$ cat src/rtl/display_timing_counters.sv
// Pixel/line/buffer-0 address counters and double-buffered timing limits for the display controller.
// Optional status block (FrameCount, OvfFlags) is built only when DISP_TIMING_STATUS_EN is defined.
module display_timing_counters #(
   parameter int CNT_W      = 4,
   parameter int ADDR_W     = 6,
   parameter int ADDR_DEPTH = 48,
   parameter int AIP_RST    = 4,
   parameter int AIL_RST    = 3,
   parameter int VB_RST     = 4
) (
   input  logic              clock,
   input  logic              reset,
   input  logic              CSDisplay,
   input  logic              cfg_we,
   input  logic [1:0]        cfg_sel,
   input  logic [CNT_W-1:0]  cfg_data,
   input  logic              IncPx,
   input  logic              ResetPx,
   input  logic              IncLine,
   input  logic              ResetLine,
   input  logic              IncAddr0,
   input  logic              ResetAddr0,
   output logic [CNT_W-1:0]  PxOut,
   output logic [CNT_W-1:0]  LineOut,
   output logic [CNT_W-1:0]  AIPOut,
   output logic [CNT_W-1:0]  AILOut,
   output logic [CNT_W-1:0]  VBOut,
   output logic [ADDR_W-1:0] Addr0,
   output logic              FrameDone,
   output logic              CfgErr,
   output logic [7:0]        FrameCount,
   output logic [2:0]        OvfFlags
);
   localparam logic [CNT_W-1:0]  CNT_MAX   = {CNT_W{1'b1}};
   localparam logic [ADDR_W-1:0] ADDR_LAST = ADDR_W'(ADDR_DEPTH - 1);

   logic [CNT_W-1:0]  px_q, px_d, line_q, line_d;
   logic [ADDR_W-1:0] addr_q, addr_d;
   logic [CNT_W-1:0]  aip_q, aip_d, ail_q, ail_d, vb_q, vb_d;
   logic [CNT_W-1:0]  aip_sh_q, aip_sh_d, ail_sh_q, ail_sh_d, vb_sh_q, vb_sh_d;
   logic              frame_done_q, frame_done_d;
   logic              cfg_err_q, cfg_err_d;
   logic              rl_prev_q, rl_prev_d;
   logic              rl_rise, commit, wr_legal;
   logic              px_sat_hit, line_sat_hit, addr_wrap_hit;

   always_comb begin
      rl_rise       = ResetLine & ~rl_prev_q;
      commit        = ~CSDisplay | rl_rise;
      rl_prev_d     = ResetLine;
      frame_done_d  = CSDisplay & rl_rise;
      px_sat_hit    = CSDisplay & ~ResetPx & IncPx & (px_q == CNT_MAX);
      line_sat_hit  = CSDisplay & ~ResetLine & IncLine & (line_q == CNT_MAX);
      addr_wrap_hit = CSDisplay & ~ResetAddr0 & IncAddr0 & (addr_q == ADDR_LAST);

      px_d   = px_q;
      line_d = line_q;
      addr_d = addr_q;
      if (CSDisplay) begin
         if (ResetPx)                         px_d = '0;
         else if (IncPx && px_q != CNT_MAX)   px_d = px_q + 1'b1;
         if (ResetLine)                       line_d = '0;
         else if (IncLine && line_q != CNT_MAX) line_d = line_q + 1'b1;
         if (ResetAddr0)                      addr_d = '0;
         else if (IncAddr0)                   addr_d = (addr_q == ADDR_LAST) ? '0 : addr_q + 1'b1;
      end

      // VB legality is judged against the AIL shadow as it stood before this edge.
      wr_legal = 1'b0;
      if (cfg_we && cfg_data != '0) begin
         case (cfg_sel)
            2'd0, 2'd1: wr_legal = 1'b1;
            2'd2:       wr_legal = (cfg_data >= ail_sh_q);
            default:    wr_legal = 1'b0;
         endcase
      end
      cfg_err_d = cfg_err_q | (cfg_we & ~wr_legal);

      aip_sh_d = aip_sh_q;
      ail_sh_d = ail_sh_q;
      vb_sh_d  = vb_sh_q;
      if (wr_legal) begin
         case (cfg_sel)
            2'd0:    aip_sh_d = cfg_data;
            2'd1:    ail_sh_d = cfg_data;
            default: vb_sh_d  = cfg_data;
         endcase
      end

      // Loading from the next-shadow values gives write-through on a commit edge.
      aip_d = aip_q;
      ail_d = ail_q;
      vb_d  = vb_q;
      if (commit) begin
         aip_d = aip_sh_d;
         ail_d = ail_sh_d;
         vb_d  = vb_sh_d;
      end
   end

   always_ff @(posedge clock) begin
      if (reset) begin
         px_q         <= '0;
         line_q       <= '0;
         addr_q       <= '0;
         aip_q        <= CNT_W'(AIP_RST);
         ail_q        <= CNT_W'(AIL_RST);
         vb_q         <= CNT_W'(VB_RST);
         aip_sh_q     <= CNT_W'(AIP_RST);
         ail_sh_q     <= CNT_W'(AIL_RST);
         vb_sh_q      <= CNT_W'(VB_RST);
         frame_done_q <= 1'b0;
         cfg_err_q    <= 1'b0;
         rl_prev_q    <= 1'b0;
      end else begin
         px_q         <= px_d;
         line_q       <= line_d;
         addr_q       <= addr_d;
         aip_q        <= aip_d;
         ail_q        <= ail_d;
         vb_q         <= vb_d;
         aip_sh_q     <= aip_sh_d;
         ail_sh_q     <= ail_sh_d;
         vb_sh_q      <= vb_sh_d;
         frame_done_q <= frame_done_d;
         cfg_err_q    <= cfg_err_d;
         rl_prev_q    <= rl_prev_d;
      end
   end

`ifdef DISP_TIMING_STATUS_EN
   logic [7:0] frame_cnt_q, frame_cnt_d;
   logic [2:0] ovf_q, ovf_d;

   always_comb begin
      frame_cnt_d = frame_done_d ? frame_cnt_q + 8'd1 : frame_cnt_q;
      ovf_d       = ovf_q | {addr_wrap_hit, line_sat_hit, px_sat_hit};
   end

   always_ff @(posedge clock) begin
      if (reset) begin
         frame_cnt_q <= '0;
         ovf_q       <= '0;
      end else begin
         frame_cnt_q <= frame_cnt_d;
         ovf_q       <= ovf_d;
      end
   end

   assign FrameCount = frame_cnt_q;
   assign OvfFlags   = ovf_q;
`else
   logic unused_status;
   assign unused_status = px_sat_hit ^ line_sat_hit ^ addr_wrap_hit;
   assign FrameCount    = '0;
   assign OvfFlags      = '0;
`endif

   assign PxOut     = px_q;
   assign LineOut   = line_q;
   assign Addr0     = addr_q;
   assign AIPOut    = aip_q;
   assign AILOut    = ail_q;
   assign VBOut     = vb_q;
   assign FrameDone = frame_done_q;
   assign CfgErr    = cfg_err_q;

endmodule
$ cat config.mk
export PLATFORM = sky130hd
export DESIGN_NAME = display_timing_counters
export DESIGN_NICKNAME = d
export VERILOG_FILES = /design/src/rtl/display_timing_counters.sv
export SDC_FILE = /design/constraint.sdc
export NUM_CORES = 1
export LEC_CHECK = 0
export ABC_AREA = 0
export CAP_MARGIN = 20
export CORE_MARGIN = 8
export CORE_UTILIZATION = 48
export CTS_BUF_LIST = sky130_fd_sc_hd__clkbuf_4 sky130_fd_sc_hd__clkbuf_8
export CTS_CLUSTER_SIZE = 25
export DETAILED_ROUTE_END_ITERATION = 7
export GPL_ROUTABILITY_DRIVEN = 0
export MAX_ROUTING_LAYER = met4
export PLACE_DENSITY = 0.88
export SKIP_LAST_GASP = 1
export SLEW_MARGIN = 20
export SYNTH_ARGS = -nofsm -noshare
export SYNTH_HDL_FRONTEND = slang
export SYNTH_SLANG_ARGS = --single-unit
$ cat constraint.sdc
create_clock -name clock -period 1.7 [get_ports clock]
set_input_delay 0.255 -clock clock [delete_from_list [all_inputs] [get_ports clock]]
set_output_delay 0.255 -clock clock [all_outputs]
set_load 0.02 [all_outputs]
==> summary.txt <==
CLOCK TREE
-----------------------------------------------------------------------------------------------------------------
Number of buffers created by CTS                                                                                5
Hold buffers post-CTS                                                                                           0
Post-CTS clock slew at the launch and capture registers of the worst setup and hold paths                 0.08 ns
Latest clock arrival within the worst-skew pair                                                           0.29 ns
Clock sink count                                                                                               41
Root cell of the clock tree                                                                          sky130_fd_sc_hd__clkbuf_8
H-tree levels                                                                                                   2
Max clock buf depth                                                                                             2
Clock tree from TritonCTS                                                                                    done

GLOBAL ROUTING
-----------------------------------------------------------------------------------------------------------------
Overall routing resource usage                                                                              15.7%
Number of global-route vias before repair                                                                    1681
Global-route wire length before repair                                                                    7.62 mm
Antenna violations before repair                                                                                0
Total overflow reported by the global router                                                                    0
Maximum number of pins on one net before global-route repair                                                   18

LAYOUT
-----------------------------------------------------------------------------------------------------------------
Proportion of layout cells with a drive suffix above 1                                                      21.9%
ANT cells                                                                                                       0
Number of nets in the layout                                                                                  296
Most used cells in the layout excluding fill and tap cells                                           sky130_fd_sc_hd__dfxtp_1 (38), sky130_fd_sc_hd__nor2_1 (38), sky130_fd_sc_hd__clkdlybuf4s50_1 (38)
Number of filler cells placed in the layout                                                                   274
Signed area change from the synthesized netlist to the final layout                                         47.4%
Final non-filler cell area                                                                              2690 um^2
Final Core Density                                                                                          73.5%
Final std cells w/o fill                                                                                      322

POWER
-----------------------------------------------------------------------------------------------------------------
P per Cell Area                                                                                       822 nW/um^2
Share of power burned in the clock network                                                                  36.8%
Total power draw                                                                                          2.21 mW
Proportion of power drawn by combinational gates                                                            17.3%
Net switching fraction of the power                                                                         25.6%
LEAKAGE                                                                                                   1.10 nW
Net Switching                                                                                            0.566 mW
Maximum VDD drop                                                                                           622 uV
Proportion of power drawn by flip-flops and latches                                                         45.9%
Internal power                                                                                            1.65 mW

WORST SETUP PATH
-----------------------------------------------------------------------------------------------------------------
Arr. time, crit path                                                                                      1.93 ns
Family with the most delay on the worst path                                                         simple AND/OR/NAND/NOR gates
Worst Path Buf+Inv                                                                                              1
Worst path slowest cell                                                                              sky130_fd_sc_hd__or3_4
Critical path class                                                                                  register to register
Crit end category                                                                                        register
Delay of the slowest critical-path stage                                                                  0.35 ns
Required time of the worst setup path                                                                     1.92 ns
Crit path cell chain                                                                                 inv_1, ha_4, nand2b_1, a21oi_2, nor2_2, or3_4, a41oi_2
Startpoint type of the worst setup path                                                                  register
Worst-path fanout max                                                                                           2

PLACE
-----------------------------------------------------------------------------------------------------------------
HPWL Detailed                                                                                             3.32 mm
Port Buffer Count                                                                                              43
Instance count after placement with tap cells included                                                        313
Placed Area                                                                                             2440 um^2

RUN STATUS
-----------------------------------------------------------------------------------------------------------------
Violations in the final reports                                                                      setup timing
Status                                                                                               complete, but fails checks

ROUTING
-----------------------------------------------------------------------------------------------------------------
Routed length per instance                                                                                15.1 um
ANT nets after route                                                                                            0
DRC marker count from the first detailed-route iteration                                                       60
Remaining routing DRC violations                                                                                0
Total via count after detailed routing                                                                       1651
DR vias/cell                                                                                                 5.13
Total iterations of the first detailed-routing run                                                              4
Wire length after detailed routing                                                                        4.86 mm

SYNTHESIS
-----------------------------------------------------------------------------------------------------------------
Top area cells in the synthesized netlist                                                            sky130_fd_sc_hd__dfxtp_1 (45%), sky130_fd_sc_hd__nor2_1 (8.0%), sky130_fd_sc_hd__mux2i_1 (6.0%), sky130_fd_sc_hd__ha_1 (4.8%), sky130_fd_sc_hd__buf_4 (4.5%)
Register area share after synthesis                                                                         44.9%
Arithmetic-cell share of the synthesized area counting full adders, half adders and majority gates          4.79%
Post-synthesis mux area share                                                                               6.03%
Post-synthesis xor/xnor area fraction                                                                       3.84%
Area fraction in and, or, nand and nor cells after synthesis                                                20.6%
Post-synth EDFFs                                                                                                0
Cell area after technology mapping                                                                      1830 um^2
Proportion of netlist area held by the largest area contributor                                             44.9%
Synthesis Warnings                                                                                              0
Post-synth ARST share                                                                                          0%
Yosys reg bits                                                                                                 41
Predominant post-synthesis flop cell                                                                 sky130_fd_sc_hd__dfxtp_1
Synthesized-area fraction occupied by ao, oa, aoi and oai cells                                             12.4%
Most area-hungry cell type in the Yosys netlist                                                      sky130_fd_sc_hd__dfxtp_1
Combinational family with the most area after synthesis                                              simple AND/OR/NAND/NOR gates
Cell variety after synth                                                                                       34
Post-Synthesis Mean Instance Area                                                                       9.00 um^2
Post-synthesis cell count                                                                                     203

DIE
-----------------------------------------------------------------------------------------------------------------
Die Wd                                                                                                    77.7 um
Initial standard-cell utilization of the core                                                               49.9%
Core Region                                                                                             3660 um^2
Die Outline Area                                                                                        6040 um^2
Ports                                                                                                          55
Row Count                                                                                                      22
Die Ht                                                                                                    77.7 um

JOB
-----------------------------------------------------------------------------------------------------------------
Number of max-capacitance violations reported                                                                   0

TIMING
-----------------------------------------------------------------------------------------------------------------
Final min period                                                                                          1.72 ns
Post-route fraction of the period consumed by the critical path                                              101%
Count of final setup violators                                                                                  1
Total Negative Setup Slacks                                                                            -0.0151 ns
Max Slew Vio Count                                                                                              0
Worst Setup Slack, final                                                                               -0.0151 ns
Maximum clock skew at final layout                                                                     0.00564 ns
Maximum frequency from static timing analysis                                                           0.583 GHz
Number of hold-slack violations in the final timing report                                                      0
Setup repair after global routing missed its margin                                                          true

MIN PATH
-----------------------------------------------------------------------------------------------------------------
Worst min-delay path category                                                                        register to register

## what timing repair did
item | in CTS | in global routing
hold endpoints to repair | 0 | 0
gates resized for setup | 8 | 21
pin swaps | 5 | 10
buffers inserted | 2 | 0
endpoints found under the setup margin | 22 | 13
## logic make-up after synthesis
| kind of cell | Yosys count |
|---|---|
| adder cells (fa/ha/maj) | 7 |
| AND/OR/NAND/NOR | 79 |
| multiplexers | 11 |
| flip-flops | 41 |
| AO/OA/AOI/OAI | 32 |
| XOR/XNOR | 8 |
| buffers and inverters | 24 |
| other | 1 |
## synth_stat cells (all sizes together), types with 2 or more instances
master / instances
a211oi: 9
a21oi: 11
a31oi: 3
a32oi: 2
buf: 11
clkbuf: 6
dfxtp: 41
ha: 7
inv: 7
mux2i: 11
nand2: 16
nand2b: 2
nand3: 5
nand4: 2
nor2: 39
nor3: 2
nor3b: 5
o21ai: 4
or2: 2
xnor2: 2
xor2: 6
## worst paths after layout
kind | cells past startpoint | to | start | slack [ns]
worst min-delay path | 2 | aip_sh_q[2] | aip_sh_q[2] | 0.50
worst max register to register | 7 | VBOut[2] | ail_sh_q[1] | -0.02
worst max-delay path | 7 | VBOut[2] | ail_sh_q[1] | -0.02
worst min register to register | 2 | aip_sh_q[2] | aip_sh_q[2] | 0.50
## registers in the layout, summed over array words and instances, names as in the netlist
name,flops
LineOut,4
VBOut,4
AILOut,4
ail_sh_q,4
vb_sh_q,4
rl_prev_q,1
aip_sh_q,4
Addr0,6
PxOut,4
FrameDone,1
CfgErr,1
AIPOut,4
## power by group through the flow
stage	clock [mW]	combinational, mW	sequential (mW)
detailed placement	0	0.338	1.04
global route	0.873	0.414	1.02
global placement	0	0.331	1.03
finish	0.815	0.383	1.02
floorplan	0	0.160	1.06
CTS	0.829	0.345	1.01
## per-stage QoR
stage          hold WS, ns  worst slack (ns)
2_1_floorplan        0.390             0.153
3_5_place_dp         0.458            -0.501
5_1_grt              0.524           -0.0987
6_report             0.499           -0.0151
3_3_place_gp         0.450            -0.439
4_1_cts              0.501           -0.0108
## tightest hold or removal path: stages (launching register included)
cell and delay [ns]:
sky130_fd_sc_hd__dfxtp_1 0.33, sky130_fd_sc_hd__mux2i_2 0.08, sky130_fd_sc_hd__nand2_1 0.06
## cell type report
| class | count | area, um^2 | share of cell area [%] |
|---|---|---|---|
| clock buffers | 6 | 82.6 | 3.07 |
| clock inverters | 2 | 37.5 | 1.39 |
| inverters | 7 | 26.3 | 0.976 |
| multi-input cells | 148 | 1030 | 38.2 |
| flip-flops and latches | 41 | 825 | 30.6 |
| well taps | 48 | 60.1 | 2.23 |
| repair buffers | 70 | 632 | 23.5 |
## routing by layer
| layer | GRT usage (%) | routed length (um) | up-vias |
|---|---|---|---|
| met5 | - | 0 | - |
| met4 | 8.49 | 222 | 0 |
| met3 | 4.38 | 267 | 18 |
| met2 | 24.6 | 2260 | 65 |
| met1 | 17.6 | 2120 | 757 |
| li1 | - | - | 811 |
Note: power is estimated with default switching activity, not from simulation.
==> RTL edit 1, RTL diff (same flow settings) <==
`CNT_W`: 4 -> 6.
--- a/src/rtl/display_timing_counters.sv
+++ b/src/rtl/display_timing_counters.sv
@@ -1,7 +1,7 @@
 // Pixel/line/buffer-0 address counters and double-buffered timing limits for the display controller.
 // Optional status block (FrameCount, OvfFlags) is built only when DISP_TIMING_STATUS_EN is defined.
 module display_timing_counters #(
-   parameter int CNT_W      = 4,
+   parameter int CNT_W      = 6,
    parameter int ADDR_W     = 6,
    parameter int ADDR_DEPTH = 48,
    parameter int AIP_RST    = 4,
Interface: changed (6 resized); port bits go from 55 to 67. No check against the original RTL was run, so the function may have changed too.
==> RTL edit 1 against the original RTL <==
The run still ends with negative setup slack left; setup slack lost 0.036 ns; power grew 54%; sequential cell count is 16 higher; final area is 44% higher; via count grew 43%; global-route usage grew 3.4 points; synthesized cell count increased by 37%; area after synthesis increased by 39%; hold slack got worse by 0.30 ns; clock skew about the same; routed wire length rose by 50%; critical path type unchanged; largest cell class unchanged.
==> RTL edit 1: results (changes against the original RTL) <==
The run finished, with violations left. Violated checks: negative setup slack (unchanged). The floorplan die area was 7870 µm² (was 6040 µm²).

The number of port buffers is 55 (was 43), and the number of non-clock buffers is 94 (was 70). The final critical-path setup slack is -0.0510 ns (was -0.0151 ns). Leading cell types by total area after synthesis: sky130_fd_sc_hd__dfxtp_1 45%, sky130_fd_sc_hd__nor2_1 6.5%, sky130_fd_sc_hd__mux2i_1 5.5%, sky130_fd_sc_hd__ha_1 4.4%, sky130_fd_sc_hd__a21oi_1 3.7% (was sky130_fd_sc_hd__dfxtp_1 45%, sky130_fd_sc_hd__nor2_1 8.0%, sky130_fd_sc_hd__mux2i_1 6.0%, sky130_fd_sc_hd__ha_1 4.8%, sky130_fd_sc_hd__buf_4 4.5%). For the met3 usage in global routing, the log shows 3.62% (was 4.38%). The worst clock skew on the final layout came out at 0.00598 ns (was 0.00564 ns). The cell-internal power was 2.49 mW (was 1.65 mW). The number of fillers in the final layout is 357 (was 274). The hold path startpoint is reset (was aip_sh_q[2]). The CTS buffer count was 9 (was 5); the worst hold slack was 0.199 ns (was 0.499 ns). The tools report the count of cell types in the netlist as 37 (was 34). The maximum level of the CTS H-tree is 3 (was 2). Post-synthesis average cell area: 9.13 µm² (was 9.00 µm²). Post-synth top cells: 57 x sky130_fd_sc_hd__dfxtp_1, 44 x sky130_fd_sc_hd__nor2_1, 19 x sky130_fd_sc_hd__a21oi_1 (was 41 x sky130_fd_sc_hd__dfxtp_1, 39 x sky130_fd_sc_hd__nor2_1, 16 x sky130_fd_sc_hd__nand2_1). The run gives -0.620 ns (was -0.501 ns) as the pre-CTS setup slack. The capture instance of the worst register-to-register path was VBOut[3] (was VBOut[2]). The flip-flop and latch share of the layout cell area is 29.5% (was 30.6%). End point of the most critical hold path: Addr0[2] (was aip_sh_q[2]). The run gives 426 (was 313) as the post-placement cell count. The share of the synthesized netlist area taken by xor and xnor gates is 3.11% (was 3.84%).

The largest fanout on the critical path was 6 (was 2); the non-clock buffer share of cell area was 22.7% (was 23.5%). The fraction of area in multi-input gates works out to 38.7% (was 38.2%). Count of nets after finishing: 398 (was 296). The maximum number of pins on one net before global-route repair was 46 (was 18); the share of cells above drive strength 1 was 26.6% (was 21.9%). The clock latency at the later pin of the worst-skew pair came out at 0.34 ns (was 0.29 ns). Via count normalized by instance count: 5.30 (was 5.13).

The cell class contributing the biggest share of worst-path delay was compound AO/OA/AOI/OAI gates (was simple AND/OR/NAND/NOR gates). The logs give 11.4 mm (was 7.62 mm) for the first-pass GRT wire length and 19.1% (was 15.7%) for the total routing usage reported by global routing. The global routing met2 resource utilization is 32.1% (was 24.6%).

The multiplexer area fraction after synthesis was 5.52% (was 6.03%). Flip-flop and latch count after synthesis: 57 (was 41). The path class of the lowest-slack min-delay path was input port to flip-flop (was flip-flop to flip-flop). The maximum resistive drop on vdd came out at 904 µV (was 622 µV). The run gives 5 (was 1) as the setup violation total in the final timing report.

The slowest cell on the critical path is sky130_fd_sc_hd__dfxtp_2 (was sky130_fd_sc_hd__or3_4).
## RTL edit 1: cell types whose count changed in the layout (fill, tap and decap cells not counted), sizes merged, moves of 5 or more
cell / delta
a311oi: +5
o21ai: +9
and3: +5
buf: +13
clkdlybuf4s50: +8
dfxtp: +16
inv: +5
a21oi: +8
nor2: +5
nand2: -8
## RTL edit 1: power groups by stage
stage          Combinational [mW]  Sequential, mW  Clock [mW]
3_3_place_gp                0.452            1.44           0
5_1_grt                     0.611            1.42        1.51
4_1_cts                     0.515            1.41        1.45
2_1_floorplan               0.219            1.48           0
3_5_place_dp                0.464            1.44           0
6_report                    0.569            1.42        1.43
## RTL edit 1: timing repair
action | 4_1_cts | 5_1_grt
pin swaps | 12 | 12
hold endpoints to repair | 0 | 0
hold buffers | 0 | 0
setup endpoints to repair | 13 | 40
buffers inserted | 2 | 2
resized for setup | 33 | 27
## RTL edit 1: routing by layer
metal	share of wire, %	routed length (µm)
met2	51	3710
met3	5.8	425
met5	0	0
met4	1.7	127
met1	41	3010
==> RTL edit 2, RTL diff (same flow settings) <==
Without the edit above. Put one more register stage on the output `FrameDone`, with the module's reset. The value now appears one clock later. The other outputs are not delayed to match.
--- a/src/rtl/display_timing_counters.sv
+++ b/src/rtl/display_timing_counters.sv
@@ -162,7 +162,13 @@
    assign AIPOut    = aip_q;
    assign AILOut    = ail_q;
    assign VBOut     = vb_q;
-   assign FrameDone = frame_done_q;
+   always_ff @(posedge clock) begin
+      if (reset) begin
+         FrameDone <= '0;
+      end else begin
+         FrameDone <= frame_done_q;
+      end
+   end
    assign CfgErr    = cfg_err_q;
 
 endmodule
Function: changed (a bounded check fails within 4 cycles, from zero or initial values and one cycle with reset high).
==> RTL edit 2 against the original RTL <==
Core utilization fell by 2.7 points; global-route usage down 0.31 points; die area increased by 1.1%; sequential cell count grew 1; count of clock-buffer cells in the layout grew 1; power fell by 8.6%; area after synthesis is 1.4% higher; first-iteration DRC count increased by 45%; final area is 2.9% lower; setup slack improved by 0.049 ns; critical path depth grew 1; routed wire length down 6.1%; critical path type is now input port to flip-flop; highest routed layer unchanged.
==> RTL edit 2: results (changes against the original RTL) <==
The slowest cell on the critical path is sky130_fd_sc_hd__ha_1 (was sky130_fd_sc_hd__or3_4). The tools report the number of fillers in the final layout as 286 (was 274). Leading cell types by total area after synthesis: sky130_fd_sc_hd__dfxtp_1 45%, sky130_fd_sc_hd__nor2_1 7.9%, sky130_fd_sc_hd__mux2i_1 5.9%, sky130_fd_sc_hd__ha_1 4.7%, sky130_fd_sc_hd__buf_4 4.5% (was sky130_fd_sc_hd__dfxtp_1 45%, sky130_fd_sc_hd__nor2_1 8.0%, sky130_fd_sc_hd__mux2i_1 6.0%, sky130_fd_sc_hd__ha_1 4.8%, sky130_fd_sc_hd__buf_4 4.5%).

The run gives 0.00693 ns (was 0.00564 ns) as the worst clock skew on the final layout. The setup slack of the most critical reg-to-reg path is 0.06 ns (was -0.02 ns). The net switching component of the power is 0.522 mW (was 0.566 mW).

The length of routed met3 wiring was 218 µm (was 267 µm); the minimum period implied by the final worst setup slack was 1.67 ns (was 1.72 ns). The pre-CTS setup slack came out at -0.485 ns (was -0.501 ns). The tools report the data arrival at the endpoint of the critical path as 1.84 ns (was 1.93 ns). The met3 usage in global routing was 3.42% (was 4.38%); the routed length per placed instance was 14.3 µm (was 15.1 µm). The maximum resistive drop on vdd was 672 µV (was 622 µV).

The end point of the most critical hold path is FrameDone (was aip_sh_q[2]). The run finished with clean final reports. For the combinational power share, the log shows 18.0% (was 17.3%). The cell class contributing the biggest share of worst-path delay was compound AO/OA/AOI/OAI gates (was simple AND/OR/NAND/NOR gates). Source of the critical timing path: cfg_data[0] (was ail_sh_q[1]). The run gives 3.44 mm (was 3.32 mm) as the detailed placer's ending HPWL. For the wire length the detailed router placed on met1, the log shows 1.96 mm (was 2.12 mm). The count of nets after finishing was 294 (was 296).

The hold path startpoint is frame_done_q (was aip_sh_q[2]). Post-detailed-placement cell area: 2460 µm² (was 2440 µm²). The number of cells traversed by the worst hold path is 1 (was 2), and the maximum number of pins on one net before global-route repair is 25 (was 18).

The met1 track demand over resource in global routing is 17.0% (was 17.6%), and the total routing usage reported by global routing is 15.3% (was 15.7%).
RTL edit 2: changes by cell type in the layout (fill, tap and decap cells not counted), moves of 2 or more:
cell	delta
sky130_fd_sc_hd__a211oi_1	+2
sky130_fd_sc_hd__a211oi_2	-2
sky130_fd_sc_hd__buf_4	-5
sky130_fd_sc_hd__clkbuf_4	+2
sky130_fd_sc_hd__dfxtp_1	+2
sky130_fd_sc_hd__mux2i_1	+4
sky130_fd_sc_hd__mux2i_2	-4
RTL edit 2: timing repair:
item,CTS,global route
pin swaps,1,4
gates cloned,0,0
resized for setup,7,12
setup endpoints to repair,14,10
RTL edit 2: through the flow:
| step | hold slack (ns) | utilization, % | instances | setup TNS (ns) |
|---|---|---|---|---|
| floorplan | 0.390 | - | 215 | 0 |
| global placement | 0.421 | 66.7 | 312 | -6.57 |
| detailed placement | 0.427 | 66.7 | 312 | -8.01 |
| CTS | 0.443 | 69.4 | 319 | 0 |
| global route | 0.466 | 70.9 | 319 | -0.0764 |
| finish | 0.439 | 70.9 | 319 | 0 |
RTL edit 2: layout make-up:
| class | instances | area, µm² | share of cell area [%] |
|---|---|---|---|
| well taps | 48 | 60.1 | 2.30 |
| inverters | 7 | 26.3 | 1.01 |
| clock buffers | 7 | 83.8 | 3.21 |
| multi-input cells | 149 | 986 | 37.7 |
| repair buffers | 66 | 614 | 23.5 |
| flip-flops and latches | 42 | 843 | 32.3 |
RTL edit 2: cells by family (layout without fill, tap and decap cells):
logic type	count (synthesis)	in the layout	synth area share, %
and+or+nand+nor	80	80	20.7
DFF	42	42	45.4
AOI/OAI and AO/OA	32	32	12.2
buffers and inverters	24	80	7.09
muxes	11	11	5.94
xor gates and xnor gates	8	8	3.78
adders and majority gates	7	7	4.73
other	1	11	0.202
